`src/rtl/mips_mc.sv`:
```
// mips_mc: multi-cycle MIPS core on one unified, stallable memory bus.
// Optional jal/jr support is enabled by defining MIPS_MC_JAL_EN.
module mips_mc #(
  parameter logic [31:0] RESET_PC = 32'h0000_3000
) (
  input  logic        clk,
  input  logic        rst,
  output logic        mem_req,
  output logic        mem_we,
  output logic [31:0] mem_addr,
  output logic [31:0] mem_wdata,
  input  logic [31:0] mem_rdata,
  input  logic        mem_ready,
  output logic [31:0] pc,
  output logic        retire,
  output logic        trap
);

  typedef enum logic [2:0] {
    S_FETCH, S_DECODE, S_EXEC, S_MEM, S_WB, S_TRAP
  } state_t;

  typedef enum logic [3:0] {
    OP_ADDU, OP_SUBU, OP_AND, OP_OR, OP_SLT, OP_SLL,
    OP_ADDIU, OP_ORI, OP_LUI, OP_LW, OP_SW, OP_BEQ,
    OP_J, OP_JAL, OP_JR, OP_BAD
  } op_t;

  state_t      state_q, state_d;
  logic [31:0] pc_q, pc_d;
  logic [31:0] ir_q, ir_d;
  logic [31:0] a_q, a_d;
  logic [31:0] b_q, b_d;
  logic [31:0] alu_q, alu_d;
  logic [31:0] mdr_q, mdr_d;
  logic        retire_q, retire_d;
  logic        trap_q, trap_d;
  logic [31:0] rf_q [32];

  logic [5:0]  opc, fn;
  logic [4:0]  rs, rt, rd, sh;
  logic [15:0] imm;
  logic [31:0] sext, zext, jtgt;
  logic [31:0] rs_val, rt_val, alu_res;
  op_t         op;
  logic        rf_we;
  logic [4:0]  rf_wa;
  logic [31:0] rf_wd;

  assign opc  = ir_q[31:26];
  assign rs   = ir_q[25:21];
  assign rt   = ir_q[20:16];
  assign rd   = ir_q[15:11];
  assign sh   = ir_q[10:6];
  assign fn   = ir_q[5:0];
  assign imm  = ir_q[15:0];
  assign sext = {{16{imm[15]}}, imm};
  assign zext = {16'h0000, imm};
  assign jtgt = {pc_q[31:28], ir_q[25:0], 2'b00};

  assign rs_val = (rs == 5'd0) ? 32'h0 : rf_q[rs];
  assign rt_val = (rt == 5'd0) ? 32'h0 : rf_q[rt];

  always_comb begin
    op = OP_BAD;
    unique case (opc)
      6'h00: begin
        unique case (fn)
          6'h21:   op = OP_ADDU;
          6'h23:   op = OP_SUBU;
          6'h24:   op = OP_AND;
          6'h25:   op = OP_OR;
          6'h2a:   op = OP_SLT;
          6'h00:   op = OP_SLL;
`ifdef MIPS_MC_JAL_EN
          6'h08:   op = OP_JR;
`endif
          default: op = OP_BAD;
        endcase
      end
      6'h09:   op = OP_ADDIU;
      6'h0d:   op = OP_ORI;
      6'h0f:   op = OP_LUI;
      6'h23:   op = OP_LW;
      6'h2b:   op = OP_SW;
      6'h04:   op = OP_BEQ;
      6'h02:   op = OP_J;
`ifdef MIPS_MC_JAL_EN
      6'h03:   op = OP_JAL;
`endif
      default: op = OP_BAD;
    endcase
  end

  always_comb begin
    alu_res = 32'h0;
    unique case (op)
      OP_ADDU:                alu_res = a_q + b_q;
      OP_SUBU:                alu_res = a_q - b_q;
      OP_AND:                 alu_res = a_q & b_q;
      OP_OR:                  alu_res = a_q | b_q;
      OP_SLT:                 alu_res = {31'h0, $signed(a_q) < $signed(b_q)};
      OP_SLL:                 alu_res = b_q << sh;
      OP_ADDIU, OP_LW, OP_SW: alu_res = a_q + sext;
      OP_ORI:                 alu_res = a_q | zext;
      OP_LUI:                 alu_res = {imm, 16'h0000};
      OP_JAL:                 alu_res = pc_q;
      default:                alu_res = 32'h0;
    endcase
  end

  always_comb begin
    state_d  = state_q;
    pc_d     = pc_q;
    ir_d     = ir_q;
    a_d      = a_q;
    b_d      = b_q;
    alu_d    = alu_q;
    mdr_d    = mdr_q;
    retire_d = 1'b0;
    trap_d   = trap_q;
    rf_we    = 1'b0;
    unique case (state_q)
      S_FETCH: begin
        if (mem_ready) begin
          ir_d    = mem_rdata;
          pc_d    = pc_q + 32'd4;
          state_d = S_DECODE;
        end
      end
      S_DECODE: begin
        a_d = rs_val;
        b_d = rt_val;
        if (op == OP_BAD) begin
          state_d = S_TRAP;
          trap_d  = 1'b1;
        end else begin
          state_d = S_EXEC;
        end
      end
      S_EXEC: begin
        alu_d = alu_res;
        unique case (op)
          OP_BEQ: begin
            if (a_q == b_q) pc_d = pc_q + {sext[29:0], 2'b00};
            state_d  = S_FETCH;
            retire_d = 1'b1;
          end
          OP_J: begin
            pc_d     = jtgt;
            state_d  = S_FETCH;
            retire_d = 1'b1;
          end
          OP_JR: begin
            pc_d     = a_q;
            state_d  = S_FETCH;
            retire_d = 1'b1;
          end
          OP_JAL: begin
            pc_d    = jtgt;
            state_d = S_WB;
          end
          OP_LW, OP_SW: begin
            if (alu_res[1:0] != 2'b00) begin
              state_d = S_TRAP;
              trap_d  = 1'b1;
            end else begin
              state_d = S_MEM;
            end
          end
          default: state_d = S_WB;
        endcase
      end
      S_MEM: begin
        if (mem_ready) begin
          if (op == OP_SW) begin
            state_d  = S_FETCH;
            retire_d = 1'b1;
          end else begin
            mdr_d   = mem_rdata;
            state_d = S_WB;
          end
        end
      end
      S_WB: begin
        rf_we    = 1'b1;
        state_d  = S_FETCH;
        retire_d = 1'b1;
      end
      S_TRAP:  state_d = S_TRAP;
      default: state_d = S_TRAP;
    endcase
  end

  always_ff @(posedge clk or posedge rst) begin
    if (rst) begin
      state_q  <= S_FETCH;
      pc_q     <= RESET_PC;
      ir_q     <= 32'h0;
      a_q      <= 32'h0;
      b_q      <= 32'h0;
      alu_q    <= 32'h0;
      mdr_q    <= 32'h0;
      retire_q <= 1'b0;
      trap_q   <= 1'b0;
    end else begin
      state_q  <= state_d;
      pc_q     <= pc_d;
      ir_q     <= ir_d;
      a_q      <= a_d;
      b_q      <= b_d;
      alu_q    <= alu_d;
      mdr_q    <= mdr_d;
      retire_q <= retire_d;
      trap_q   <= trap_d;
    end
  end

  // jal links into $31; R-type writes rd, other I-types write rt
  assign rf_wa = (op == OP_JAL) ? 5'd31 : ((opc == 6'h00) ? rd : rt);
  assign rf_wd = (op == OP_LW) ? mdr_q : alu_q;

  always_ff @(posedge clk) begin
    if (rf_we && !rst && rf_wa != 5'd0) rf_q[rf_wa] <= rf_wd;
  end

  assign mem_req   = !rst && (state_q == S_FETCH || state_q == S_MEM);
  assign mem_we    = !rst && (state_q == S_MEM) && (op == OP_SW);
  assign mem_addr  = (state_q == S_MEM) ? alu_q : pc_q;
  assign mem_wdata = b_q;
  assign pc        = pc_q;
  assign retire    = retire_q;
  assign trap      = trap_q;

endmodule

```
`config.mk`:
```
export PLATFORM = sky130hd
export DESIGN_NAME = mips_mc
export DESIGN_NICKNAME = d
export VERILOG_FILES = /design/src/rtl/mips_mc.sv
export SDC_FILE = /design/constraint.sdc
export NUM_CORES = 2
export LEC_CHECK = 0
export CORE_MARGIN = 2
export CORE_UTILIZATION = 35
export CTS_CLUSTER_DIAMETER = 200
export DETAILED_ROUTE_END_ITERATION = 8
export PLACE_DENSITY = 0.51
export SYNTH_ARGS = -nofsm -noshare
export SYNTH_HDL_FRONTEND = slang
export SYNTH_SLANG_ARGS = --single-unit
```
`constraint.sdc`:
```
create_clock -name clk -period 7.2 [get_ports clk]
set_input_delay 1.08 -clock clk [delete_from_list [all_inputs] [get_ports clk]]
set_output_delay 1.08 -clock clk [all_outputs]
set_load 0.01 [all_outputs]
```
==> metrics.txt <==
# TYPE chip_impl_metric gauge
chip_impl_info{name="run_status",value="completed"} 1
chip_impl_metric{name="switching_part_of_the_total",unit="%"} 43.81
chip_impl_metric{name="seq_area",unit="sq um"} 35720
chip_impl_info{name="rsz0062_at_grt",value="no"} 1
chip_impl_metric{name="maximum_number_of_pins_on_one_net_before_global_route_repair",unit=""} 143
chip_impl_metric{name="power.internal",unit="uW"} 19940
chip_impl_metric{name="drtIter0Drc",unit=""} 4939
chip_impl_info{name="cts_tree",value="built"} 1
chip_impl_metric{name="synth_top_area_share",unit="%"} 47.14
chip_impl_info{name="critPathTopFamily",value="compound AO/OA/AOI/OAI gates"} 1
chip_impl_metric{name="achievable_freq",unit="MHz"} 196.4
chip_impl_metric{name="dp_cells",unit=""} 6909
chip_impl_metric{name="critical_path.max_fanout",unit=""} 23
chip_impl_metric{name="fillCellCount",unit=""} 17090
chip_impl_metric{name="final.setup.tns",unit="ns"} 0
chip_impl_metric{name="timing.critical_path.slowest_cell_delay",unit="ns"} 0.63
chip_impl_metric{name="area.growth.synth_to_final",unit="%"} 14.06
chip_impl_metric{name="totalWireLength",unit="mm"} 233.8
chip_impl_metric{name="place_hpwl",unit="mm"} 158.8
chip_impl_metric{name="clk_path_buf_depth",unit=""} 3
chip_impl_metric{name="post_cts_resized",unit=""} 0
chip_impl_metric{name="multi_input_comb_area",unit="sq um"} 28250
chip_impl_metric{name="maxCapViolCount",unit=""} 0
chip_impl_info{name="criticalPathCategory",value="reg -> reg"} 1
chip_impl_metric{name="boundaryPins",unit=""} 135
chip_impl_info{name="yosysMostFrequentCell",value="edfxtp_1"} 1
chip_impl_metric{name="p_clk_share",unit="%"} 19.8
chip_impl_metric{name="timing.clock.skew",unit="ns"} 0.05197
chip_impl_metric{name="finalCriticalPeriod",unit="ns"} 5.092
chip_impl_metric{name="start_util",unit="%"} 35.21
chip_impl_metric{name="switchingPower",unit="uW"} 15540
chip_impl_metric{name="power.leakage",unit="uW"} 0.02508
chip_impl_metric{name="synth.ff_latch_count",unit=""} 1221
chip_impl_metric{name="p_total",unit="uW"} 35480
chip_impl_info{name="timing.critical_path.from_type",value="flop"} 1
chip_impl_info{name="worstHoldPathType",value="reg -> reg"} 1
chip_impl_metric{name="fraction_of_layout_instances_using_a_drive_strength_above_1",unit="%"} 23.39
chip_impl_metric{name="crit_arrival",unit="ns"} 5.81
chip_impl_metric{name="power-per-cell-area",unit="nW/um^2"} 476.9
chip_impl_metric{name="critPathBufInv",unit=""} 1
chip_impl_metric{name="cts_num_sinks",unit=""} 1221
chip_impl_info{name="cell_taking_the_most_area_after_synthesis",value="edfxtp_1"} 1
chip_impl_metric{name="number_of_warnings_printed_during_yosys_synthesis",unit=""} 0
chip_impl_info{name="critPathMostFrequentCell",value="nand2_1"} 1
chip_impl_metric{name="die_footprint",unit="sq um"} 189800
chip_impl_metric{name="vias",unit=""} 43670
chip_impl_metric{name="synth_enable_flop_cells",unit=""} 1024
chip_impl_metric{name="cts_hold_fix_bufs",unit=""} 0
chip_impl_metric{name="final_cell_count_no_fill",unit=""} 7166
chip_impl_metric{name="setup_viol_count_final",unit=""} 0
chip_impl_metric{name="synth-seq-area-share",unit="%"} 54.70
chip_impl_metric{name="timing.slew.headroom",unit="%"} 6.874
chip_impl_info{name="synth_common_cells",value="edfxtp_1 (1,024), mux4_2 (485), nand2_1 (239)"} 1
chip_impl_metric{name="syn-mean-instance-area",unit="sq um"} 14.64
chip_impl_metric{name="wire_length_of_the_first_global_routing_pass",unit="mm"} 331.8
chip_impl_metric{name="design.core.area",unit="sq um"} 185200
chip_impl_metric{name="vias_per_cell",unit=""} 6.094
chip_impl_metric{name="n_antenna_cell",unit=""} 0
chip_impl_metric{name="pwr-share-comb",unit="%"} 50.4
chip_impl_metric{name="grt_usage",unit="%"} 24.24
chip_impl_info{name="critical_path.cell_chain",value="nand2b_1 -> nor2_1 -> nand2_1 -> inv_1 -> nand2_1 -> o21ai_0 -> ha_1 -> nand2_1 -> or3_1 -> o21ai_0 -> o311a_1 -> a41oi_2 -> o31ai_1 -> nand4b_1 -> a311oi_1 -> a311o_1"} 1
chip_impl_metric{name="power.share.sequential",unit="%"} 29.8
chip_impl_metric{name="numCtsBuffers",unit=""} 141
chip_impl_metric{name="synthCells",unit=""} 4454
chip_impl_metric{name="drc_errors",unit=""} 0
chip_impl_metric{name="power.ir.vdd_worst",unit="V"} 0.0003375
chip_impl_metric{name="gr-total-overflow",unit=""} 0
chip_impl_metric{name="synthDistinctLibCells",unit=""} 99
chip_impl_metric{name="ant_nets",unit=""} 0
chip_impl_metric{name="crit_required",unit="ns"} 7.92
chip_impl_metric{name="worst_setup_hold_path_clk_slew",unit="ns"} 0.06
chip_impl_metric{name="htree_num_levels",unit=""} 4
chip_impl_metric{name="drt-pass1-iter-count",unit=""} 5
chip_impl_metric{name="worst-slew-pin-transition",unit="ns"} 1.394
chip_impl_metric{name="grt_pass1_vias",unit=""} 42620
chip_impl_metric{name="timing_hold_violations_final",unit=""} 0
chip_impl_metric{name="clock_insertion_delay_worst_skew",unit="ns"} 0.81
chip_impl_info{name="cts_root_buf",value="clkbuf_16"} 1
chip_impl_metric{name="cts_setup_buffers",unit=""} 0
chip_impl_metric{name="async_reset_ff_share",unit="%"} 16.13
chip_impl_info{name="end_kind",value="flop"} 1
chip_impl_info{name="synth.area.top_cells",value="edfxtp_1 (47%), mux4_2 (17%), dfrtp_1 (7.5%), mux2i_1 (3.6%), mux2_2 (3.4%)"} 1
chip_impl_metric{name="rows",unit=""} 158
chip_impl_metric{name="period_share",unit="%"} 70.72
chip_impl_info{name="cpMaxStageDelayCell",value="dfrtp_1"} 1
chip_impl_metric{name="die_h",unit="um"} 435.7
chip_impl_metric{name="net_count_final",unit=""} 4773
chip_impl_metric{name="routed_wire_length_per_instance",unit="um"} 32.63
chip_impl_metric{name="place.gp.congestion",unit=""} 0.9098
chip_impl_metric{name="finalMaxSlewViolations",unit=""} 0
chip_impl_metric{name="chipWidth",unit="um"} 435.7
chip_impl_metric{name="mappedNetlistArea",unit="sq um"} 65230
chip_impl_metric{name="antenna_violations_before_repair",unit=""} 31
chip_impl_metric{name="buffer_ports.inserted",unit=""} 134
chip_impl_metric{name="final_util",unit="%"} 40.16
chip_impl_info{name="synthFlopType",value="edfxtp_1"} 1
[cell usage in the layout (no fill, tap or decap), types with 35 or more instances in the layout]
| cell | Yosys | layout |
|---|---|---|
| buf_4 | 2 | 118 |
| edfxtp_1 | 1024 | 1024 |
| nand2_1 | 239 | 235 |
| xnor2_1 | 46 | 46 |
| o221ai_1 | 79 | 79 |
| a21oi_1 | 210 | 210 |
| mux2_2 | 195 | 195 |
| clkdlybuf4s50_1 | 0 | 134 |
| mux4_2 | 485 | 485 |
| nor2_1 | 192 | 169 |
| nand3_1 | 38 | 38 |
| o21ai_0 | 220 | 219 |
| nand2b_1 | 35 | 35 |
| o22ai_1 | 96 | 96 |
| clkbuf_16 | 0 | 141 |
| clkbuf_1 | 213 | 41 |
| mux2i_1 | 237 | 237 |
| dfrtp_1 | 195 | 183 |
| inv_1 | 112 | 111 |
| ha_1 | 162 | 162 |
| a221oi_1 | 64 | 64 |
[power groups by stage]
stage	registers [uW]	clock network, uW	logic, uW
after floorplan	9610	0	11600
after global placement	10600	0	17700
after detailed placement	10700	0	17700
after CTS	10500	7160	17700
after global routing	10600	7430	19000
final	10600	7030	17900
[layer usage]
metal	part of all wire, %	global-route usage [%]	vias up
li1	-	-	18250
met1	44	35.40	22990
met2	45	36.48	2031
met3	8.2	4.353	389
met4	3.4	7.869	18
met5	0.057	0	-
[sequential cells by signal, summed over array words and instances (netlist names), 3 cells and up]
name	cells
state_q	3
mem_wdata	32
pc	32
alu_q	32
a_q	32
ir_q	32
mdr_q	32
rf_q	1024
[logic make-up (layout without fill, tap and decap cells)]
kind of cell / count (synthesis) / after routing / synth area share [%]
mux: 918 / 918 / 23.77
xor+xnor: 69 / 69 / 0.9265
buf+inv: 431 / 632 / 2.660
fa+ha+maj: 165 / 165 / 3.200
compound gates: 951 / 951 / 9.624
flops: 1221 / 1221 / 54.70
simple gates: 698 / 698 / 5.116
other cells: 1 / 32 / 0.005749
[worst register-to-register path, stage by stage, from the launching register on]
cell and delay [ns]:
dfrtp_1 0.63, nand2b_1 0.20, nor2_1 0.21, nand2_1 0.17
inv_1 0.57, nand2_1 0.51, o21ai_0 0.21, ha_1 0.26
nand2_1 0.11, or3_1 0.35, o21ai_0 0.30, o311a_1 0.26
a41oi_2 0.26, o31ai_1 0.43, nand4b_1 0.13, a311oi_1 0.28
a311o_1 0.16
[cell type report]
type	instances	area share, %
Clock buffer	190	5.097
Clock inverter	66	0.8829
Inverter	113	0.5752
Multi-Input combinational cell	2833	37.97
Sequential cell	1221	48.01
Tap cell	2480	4.171
Timing Repair Buffer	263	3.290
[metrics by stage]
stage          instance area [sq um]  setup WS (ns)  hold slack, ns
4_1_cts                        74380          2.115          0.4892
3_3_place_gp                   69920          2.067          0.4719
6_report                       74400          2.108          0.4913
2_1_floorplan                  65350         0.8207          0.4522
5_1_grt                        74400          1.812          0.5116
3_5_place_dp                   69930          2.175          0.4761
[path summary, 6_finish.rpt]
path                               start         to  slack, ns  depth (start not counted)
worst min register to register  mdr_q[6]   mdr_q[6]       0.49                          1
worst max register to register  ir_q[26]  alu_q[29]       2.11                         16
worst min-delay path            mdr_q[6]   mdr_q[6]       0.49                          1
worst max-delay path            ir_q[26]  alu_q[29]       2.11                         16
max in group asynchronous            rst   ir_q[17]       5.31                          3
min in group asynchronous            rst     retire       0.86                          3
Power figures use the tool's default switching activity.
